### src/rtl/lc3_mem_ctrl.sv
// Memory-side responder for the LC3 core: arbitrates instruction and data requests onto one
// single-ported synchronous RAM with programmable wait states and one-cycle completion pulses.
module lc3_mem_ctrl #(
  parameter int unsigned WAIT_STATES = 0,
  parameter int unsigned DATA_PRIO   = 1
) (
  input  logic        clk,
  input  logic        rst,
  input  logic [15:0] pc,
  input  logic        instrmem_rd,
  input  logic        i_macc,
  output logic [15:0] instr_dout,
  output logic        complete_instr,
  input  logic [15:0] data_addr,
  input  logic [15:0] data_din,
  input  logic        data_rd,
  input  logic        d_macc,
  output logic [15:0] data_dout,
  output logic        complete_data,
  output logic        busy,
  output logic        mem_en,
  output logic        mem_we,
  output logic [15:0] mem_addr,
  output logic [15:0] mem_wdata,
  input  logic [15:0] mem_rdata
);

  typedef enum logic [2:0] {StIdle, StWait, StIssue, StResp, StDone} state_e;

  localparam logic [3:0] WaitCnt   = 4'(WAIT_STATES);
  localparam bit         DataFirst = (DATA_PRIO != 0);
  localparam bit         HasWait   = (WAIT_STATES != 0);

  state_e      state_q, state_d;
  logic [3:0]  cnt_q, cnt_d;
  logic        chan_q, chan_d;  // 1 = data channel owns the transaction
  logic        wr_q, wr_d;
  logic [15:0] addr_q, addr_d;
  logic [15:0] wdata_q, wdata_d;
  logic [15:0] idout_q, idout_d;
  logic [15:0] ddout_q, ddout_d;

  logic i_req, d_req, take_data;

  assign i_req     = i_macc & instrmem_rd;
  assign d_req     = d_macc;
  assign take_data = d_req & (DataFirst | ~i_req);

  always_ff @(posedge clk) begin
    if (rst) begin
      state_q <= StIdle;
      cnt_q   <= '0;
      chan_q  <= 1'b0;
      wr_q    <= 1'b0;
      addr_q  <= '0;
      wdata_q <= '0;
      idout_q <= '0;
      ddout_q <= '0;
    end else begin
      state_q <= state_d;
      cnt_q   <= cnt_d;
      chan_q  <= chan_d;
      wr_q    <= wr_d;
      addr_q  <= addr_d;
      wdata_q <= wdata_d;
      idout_q <= idout_d;
      ddout_q <= ddout_d;
    end
  end

  always_comb begin
    state_d = state_q;
    unique case (state_q)
      StIdle:  if (i_req | d_req) state_d = HasWait ? StWait : StIssue;
      StWait:  if (cnt_q <= 4'd1) state_d = StIssue;
      StIssue: state_d = StResp;
      StResp:  state_d = StDone;
      StDone:  state_d = StIdle;
      default: state_d = StIdle;
    endcase
  end

  // Request latching, wait counting and read-data capture.
  always_comb begin
    cnt_d   = cnt_q;
    chan_d  = chan_q;
    wr_d    = wr_q;
    addr_d  = addr_q;
    wdata_d = wdata_q;
    idout_d = idout_q;
    ddout_d = ddout_q;
    unique case (state_q)
      StIdle: begin
        if (i_req | d_req) begin
          chan_d = take_data;
          wr_d   = take_data & ~data_rd;
          addr_d = take_data ? data_addr : pc;
          cnt_d  = WaitCnt;
          if (take_data) wdata_d = data_din;
        end
      end
      StWait: cnt_d = cnt_q - 4'd1;
      StResp: begin
        if (!chan_q) idout_d = mem_rdata;
        else if (!wr_q) ddout_d = mem_rdata;
      end
      default: ;
    endcase
  end

  always_comb begin
    busy           = (state_q != StIdle);
    mem_en         = (state_q == StIssue) & ~rst;
    mem_we         = mem_en & wr_q;
    complete_instr = (state_q == StDone) & ~chan_q;
    complete_data  = (state_q == StDone) & chan_q;
  end

  assign mem_addr   = addr_q;
  assign mem_wdata  = wdata_q;
  assign instr_dout = idout_q;
  assign data_dout  = ddout_q;

endmodule

### config.mk
export PLATFORM = sky130hd
export DESIGN_NAME = lc3_mem_ctrl
export DESIGN_NICKNAME = d
export VERILOG_FILES = /design/src/rtl/lc3_mem_ctrl.sv
export SDC_FILE = /design/constraint.sdc
export NUM_CORES = 1
export LEC_CHECK = 0
export CAP_MARGIN = 10
export CORE_MARGIN = 2
export CORE_UTILIZATION = 41
export CTS_CLUSTER_DIAMETER = 100
export DETAILED_ROUTE_END_ITERATION = 6
export PLACE_DENSITY = 0.8
export SLEW_MARGIN = 40
export SYNTH_ARGS = -nofsm -noshare
export SYNTH_HDL_FRONTEND = slang
export SYNTH_SLANG_ARGS = --single-unit
### constraint.sdc
create_clock -name clk -period 2 [get_ports clk]
set_input_delay 0.2 -clock clk [delete_from_list [all_inputs] [get_ports clk]]
set_output_delay 0.2 -clock clk [all_outputs]
set_load 0.03 [all_outputs]
==> results.sh, run 1 <==
export IMPL_cts_root_buffer="clkbuf_8"
export IMPL_crit_end="mem_we"
export IMPL_critPathLaunch="state_q[0]"
export IMPL_drc=0
export IMPL_cts_setup_buffers=0
export IMPL_cp_top_family="flip-flops"
export IMPL_synthCells=344
export IMPL_postRouteAntennaNets=0
export IMPL_finalHoldViolations=0
export IMPL_hold_class="in2reg"
export IMPL_path_class="reg2out"
export IMPL_drt_iter0_markers=109
export IMPL_nNetsFinal=547
export IMPL_r2r_cells=3
export IMPL_cts_hold_buf=0
export IMPL_synth_async_sr_flop_share_pct=0
export IMPL_yosysMostFrequentCell="dfxtp_1"
export IMPL_tns_ps=0
export IMPL_start_util_pct=42.0
export IMPL_dp_hpwl_um=5910
export IMPL_cts_inserted_buffers=9
export IMPL_rsz0062_at_grt="false"
export IMPL_grt_max_degree=73
export IMPL_wl_um=8200
export IMPL_reg2reg_to="mem_wdata[3]"
export IMPL_num_io_pins=139
export IMPL_crit_slowest_cell="dfxtp_1"
export IMPL_cts_resized=0
export IMPL_clk_pin_slew_ps=80
export IMPL_clockBufferDepth=2
export IMPL_cp_required_ps=1800
export IMPL_rows=31
export IMPL_cpPeakStageDelay_ps=750
export IMPL_powerDensity_nw_per_um2=789
export IMPL_worstMarginPinSlew_ps=733
export IMPL_end_kind="primary output"
export IMPL_synth_top_cell_area_share_pct=48.3
export IMPL_h_tree_depth=3
export IMPL_synthTopCellsByArea="dfxtp_1, a21oi_1, nand2_1"
export IMPL_crit_buf_inv=1
export IMPL_avgSynthCellArea_um2=8.80
export IMPL_netlist_area_um2=3030
export IMPL_fin_cells=579
export IMPL_drive_above_1_share_pct=9.17
export IMPL_via_per_inst=5.20
export IMPL_tritoncts="built"
export IMPL_slew_viol_final=0
export IMPL_start_kind="flip-flop"
export IMPL_cap_violations=0
export IMPL_r2r_start="state_q[0]"
export IMPL_clock_sinks=73
export IMPL_peakVddDrop_mv=0.484
export IMPL_dp_cells=563
export IMPL_grt_antenna_before_repair=0
export IMPL_outcome="finished, final reports clean"
export IMPL_crit_cells=3
export IMPL_ys_flop_type="dfxtp_1"
export IMPL_grt_use_total_pct=20.6
export IMPL_finish_utilization_pct=64.5
export IMPL_synth_top_area_cell="dfxtp_1"
export IMPL_fin_crit_ps=1850
export IMPL_skew_ps=9.02
export IMPL_area_delta_synth_final_pct=53.6
export IMPL_fmax_ghz=0.541
export IMPL_ys_types=39
export IMPL_portBuffers=138
export IMPL_clock_latency_ps=340
export IMPL_ys_top_cells_by_count="dfxtp_1, a21oi_1, nand2_1, o21ai_1"
export IMPL_grt_pass1_wl_um=13700
export IMPL_place_congestion=0.782
export IMPL_reg2reg_slack_ps=210
export IMPL_fp_coreArea_um2=7210
export IMPL_setup_viol=0
export IMPL_syn_num_nets=416
export IMPL_die_h_um=89.9
export IMPL_diodes=0
export IMPL_synth_edf_count=0
export IMPL_crit_fanout=16
export IMPL_drtPass1Iterations=4
export IMPL_path_cells="nor3_1, and2_1, buf_12"
export IMPL_p_leak_nw=1.66
export IMPL_ys_seq_elements=73
export IMPL_grt_pass1_vias=2927
export IMPL_fp_dieArea_um2=8090
export IMPL_fp_dieW_um=89.9
export IMPL_max_slew_margin_pct=51.1
export IMPL_yosysWarningCount=0
export IMPL_period_share_pct=92.4
export IMPL_seq_area_frac_synth_pct=48.3
export IMPL_dr_total_vias=3008
export IMPL_wl_per_cell_um=14.2
export IMPL_arrival_ps=1650
export IMPL_overflow=0
-- worst min path at each step --
stage,slack (ps),from,end,depth (start not counted)
after floorplan,340,data_din[10],mem_wdata[10],2
after global placement,440,instr_dout[12],instr_dout[12],2
after detailed placement,450,instr_dout[11],instr_dout[11],2
after CTS,140,rst,state_q[2],3
after global routing,170,rst,state_q[2],3
final,150,rst,state_q[2],3
-- final cells by class --
| cell class | count | area (um2) |
|---|---|---|
| clock buffers | 9 | 124 |
| clock inverters | 7 | 71.3 |
| fillers | 638 | 2560 |
| inverters | 4 | 15.0 |
| multi-input cells | 237 | 1390 |
| flip-flops and latches | 73 | 1460 |
| well taps | 99 | 124 |
| repair buffers | 150 | 1470 |
-- sequential cells by signal, indices dropped and copies added (netlist names) --
name,count
chan_q,1
mem_addr,16
data_dout,16
wr_q,1
cnt_q,4
instr_dout,16
mem_wdata,16
state_q,3
-- worst reg2reg max path: cells and delay by family (launching register included) --
kind | cells | cell delay (ps)
and+or+nand+nor | 2 | 1060
DFF | 1 | 520
AOI/OAI and AO/OA | 1 | 80
-- cells in the final DEF, fill, tap and decap left out, types with 2 or more instances in the layout --
| cell type | count |
|---|---|
| dfxtp_1 | 72 |
| nand3_1 | 16 |
| buf_4 | 16 |
| clkinv_4 | 3 |
| nor3_1 | 4 |
| inv_1 | 3 |
| nor4bb_1 | 2 |
| nand2_1 | 65 |
| nand2b_1 | 4 |
| mux2i_1 | 16 |
| clkbuf_8 | 9 |
| a211oi_1 | 16 |
| clkinv_2 | 3 |
| ha_1 | 2 |
| o21ai_1 | 18 |
| clkdlybuf4s50_1 | 132 |
| and4bb_1 | 2 |
| a21oi_1 | 69 |
| o211ai_1 | 2 |
-- cells by family after synthesis --
family / Yosys count / share of synthesized area, %
compound gates: 112 / 20.8
buf+inv: 34 / 6.07
fa+ha+maj: 2 / 0.826
xor+xnor: 1 / 0.289
mux: 16 / 5.29
simple gates: 106 / 18.4
flops: 73 / 48.3
-- layer usage --
metal  wire [um]  GRT usage (%)  part of all wire [%]  vias up
met4         221           9.74                   2.7        0
met1        3480           23.9                    42     1411
met3         429           4.61                   5.2       19
li1            -              -                     -     1478
met2        4070           36.0                    50      100
met5           0              0                     0        -
-- where the power goes --
group / switching [mW] / leakage (nW) / total (mW) / internal (mW)
combinational: 0.496 / 0.959 / 0.910 / 0.414
clock: 0.549 / 0.103 / 1.12 / 0.575
sequential: 0.0808 / 0.596 / 1.64 / 1.55
-- metrics by stage --
step | power (mW) | area [um2] | setup slack [ps] | hold slack [ps]
after global placement | 2.56 | 4460 | 218 | 442
after global routing | 3.85 | 4650 | 9.36 | 173
final | 3.67 | 4650 | 151 | 150
after detailed placement | 2.58 | 4460 | 137 | 449
after floorplan | 2.19 | 3030 | 113 | 336
after CTS | 3.70 | 4650 | 55.8 | 137
No activity file was read; power rests on OpenSTA's default activity.
==> inputs of run 2 (changes only) <==
--- a/config.mk
+++ b/config.mk
@@ -10,7 +10,8 @@
 export CORE_UTILIZATION = 41
 export CTS_CLUSTER_DIAMETER = 100
 export DETAILED_ROUTE_END_ITERATION = 6
-export PLACE_DENSITY = 0.8
+export HOLD_SLACK_MARGIN = 0.1
+export PLACE_DENSITY = 0.86
 export SLEW_MARGIN = 40
 export SYNTH_ARGS = -nofsm -noshare
 export SYNTH_HDL_FRONTEND = slang
==> run 2 against run 1 <==
Non-clock buffer count rose by 3. Critical path depth grew 1. Final cell count increased by 0.52%.
==> results.sh, run 2 (synthesized netlist as in run 1, its figures left out) <==
export IMPL_wl_per_cell_um=14.0
export IMPL_die_h_um=89.9
export IMPL_diodes=0
export IMPL_cts_resized=0
export IMPL_max_slew_margin_pct=51.2
export IMPL_arrival_ps=1600
export IMPL_crit_fanout=7
export IMPL_period_share_pct=90.0
export IMPL_clk_pin_slew_ps=70
export IMPL_r2r_cells=3
export IMPL_min_delay_path_depth=3
export IMPL_pwr_share_comb_pct=25.5
export IMPL_cap_violations=0
export IMPL_postRouteAntennaNets=0
export IMPL_grt_pass1_wl_um=13500
export IMPL_seqPwrFrac_pct=45.0
export IMPL_tns_ps=0
export IMPL_holdPathEnd="state_q[2]"
export IMPL_nNetsFinal=550
export IMPL_cts_hold_buf=0
export IMPL_finalHoldViolations=0
export IMPL_fin_crit_ps=1800
export IMPL_setup_viol=0
export IMPL_hold_ws_ps=161
export IMPL_reg2reg_slack_ps=310
export IMPL_cts_setup_buffers=0
export IMPL_dp_hpwl_um=5880
export IMPL_path_class="reg2out"
export IMPL_fp_dieW_um=89.9
export IMPL_fmax_ghz=0.556
export IMPL_skew_ps=8.13
export IMPL_min_from="rst"
export IMPL_reg2reg_to="mem_wdata[0]"
export IMPL_clockBufferDepth=2
export IMPL_cp_required_ps=1800
export IMPL_drtPass1Iterations=5
export IMPL_clock_sinks=73
export IMPL_cts_inserted_buffers=9
export IMPL_peakVddDrop_mv=0.553
export IMPL_critPathLaunch="state_q[1]"
export IMPL_r2r_start="state_q[0]"
export IMPL_drt_iter0_markers=168
export IMPL_start_kind="flip-flop"
export IMPL_p_sw_share_pct=30.9
export IMPL_overflow=0
export IMPL_grt_max_degree=73
export IMPL_via_per_inst=5.07
export IMPL_grt_use_total_pct=20.0
export IMPL_slew_viol_final=0
export IMPL_final_common_cell="clkdlybuf4s50_1"
export IMPL_grt_pass1_vias=2978
export IMPL_dr_total_vias=2950
export IMPL_cts_root_buffer="clkbuf_8"
export IMPL_h_tree_depth=3
export IMPL_grt_antenna_before_repair=0
export IMPL_worstMarginPinSlew_ps=733
export IMPL_clockPowerShare_pct=29.5
export IMPL_place_congestion=0.827
export IMPL_outcome="finished, final reports clean"
export IMPL_rsz0062_at_grt="false"
export IMPL_p_int_mw=2.50
export IMPL_num_io_pins=139
export IMPL_fp_dieArea_um2=8090
export IMPL_mostFrequentLayoutCells="clkdlybuf4s50_1, dfxtp_1, a21oi_1, nand2_1, buf_4"
export IMPL_rows=31
export IMPL_start_util_pct=42.0
export IMPL_wl_um=8150
export IMPL_tritoncts="built"
export IMPL_p_leak_nw=1.65
export IMPL_powerDensity_nw_per_um2=774
export IMPL_hold_class="in2reg"
export IMPL_portBuffers=138
export IMPL_end_kind="primary output"
export IMPL_clock_latency_ps=330
export IMPL_fp_coreArea_um2=7210
export IMPL_p_sw_mw=1.12
export IMPL_area_delta_synth_final_pct=54.2
export IMPL_drc=0
export IMPL_drive_above_1_share_pct=9.52
-- run 2: layout make-up --
class	instances	area [um2]
clock buffers	11	151
flip-flops and latches	73	1460
repair buffers	153	1490
well taps	99	124
multi-input cells	237	1390
clock inverters	5	38.8
fillers	610	2550
inverters	4	15.0
-- run 2: worst max path at each step --
stage | depth (start not counted) | end | slack, ps
6_report | 4 | mem_we | 200
5_1_grt | 4 | mem_we | 60
4_1_cts | 4 | mem_we | 160
3_5_place_dp | 4 | mem_wdata[4] | 190
3_3_place_gp | 4 | mem_wdata[11] | 230
2_1_floorplan | 4 | mem_we | 110
-- run 2: critical path, cell delays in order, from the launching register on --
cell and delay [ps]:
dfxtp_1 510, nand2b_1 120, nor3_1 260, and2_1 250, buf_12 140
-- run 2: routing by layer --
metal | track usage (%) | share of wire (%)
met1 | 23.8 | 43
met2 | 34.2 | 50
met3 | 5.87 | 5.5
met4 | 8.08 | 1.7
met5 | 0 | 0
-- run 2: stage by stage --
stage	util (%)	std cells	power [mW]	area, um2	setup slack (ps)
2_1_floorplan	-	344	2.19	3030	113
3_3_place_gp	62.1	566	2.56	4480	225
3_5_place_dp	62.1	566	2.58	4480	187
4_1_cts	64.7	582	3.65	4670	165
5_1_grt	64.7	582	3.80	4670	57.8
6_report	64.7	582	3.62	4670	200
-- run 2: power by group through the flow --
stage          registers (mW)  clock network, mW  logic, mW
3_3_place_gp             1.66                  0      0.905
2_1_floorplan            1.81                  0      0.380
4_1_cts                  1.63               1.10      0.926
5_1_grt                  1.64               1.16      0.990
6_report                 1.63               1.07      0.923
3_5_place_dp             1.66                  0      0.922
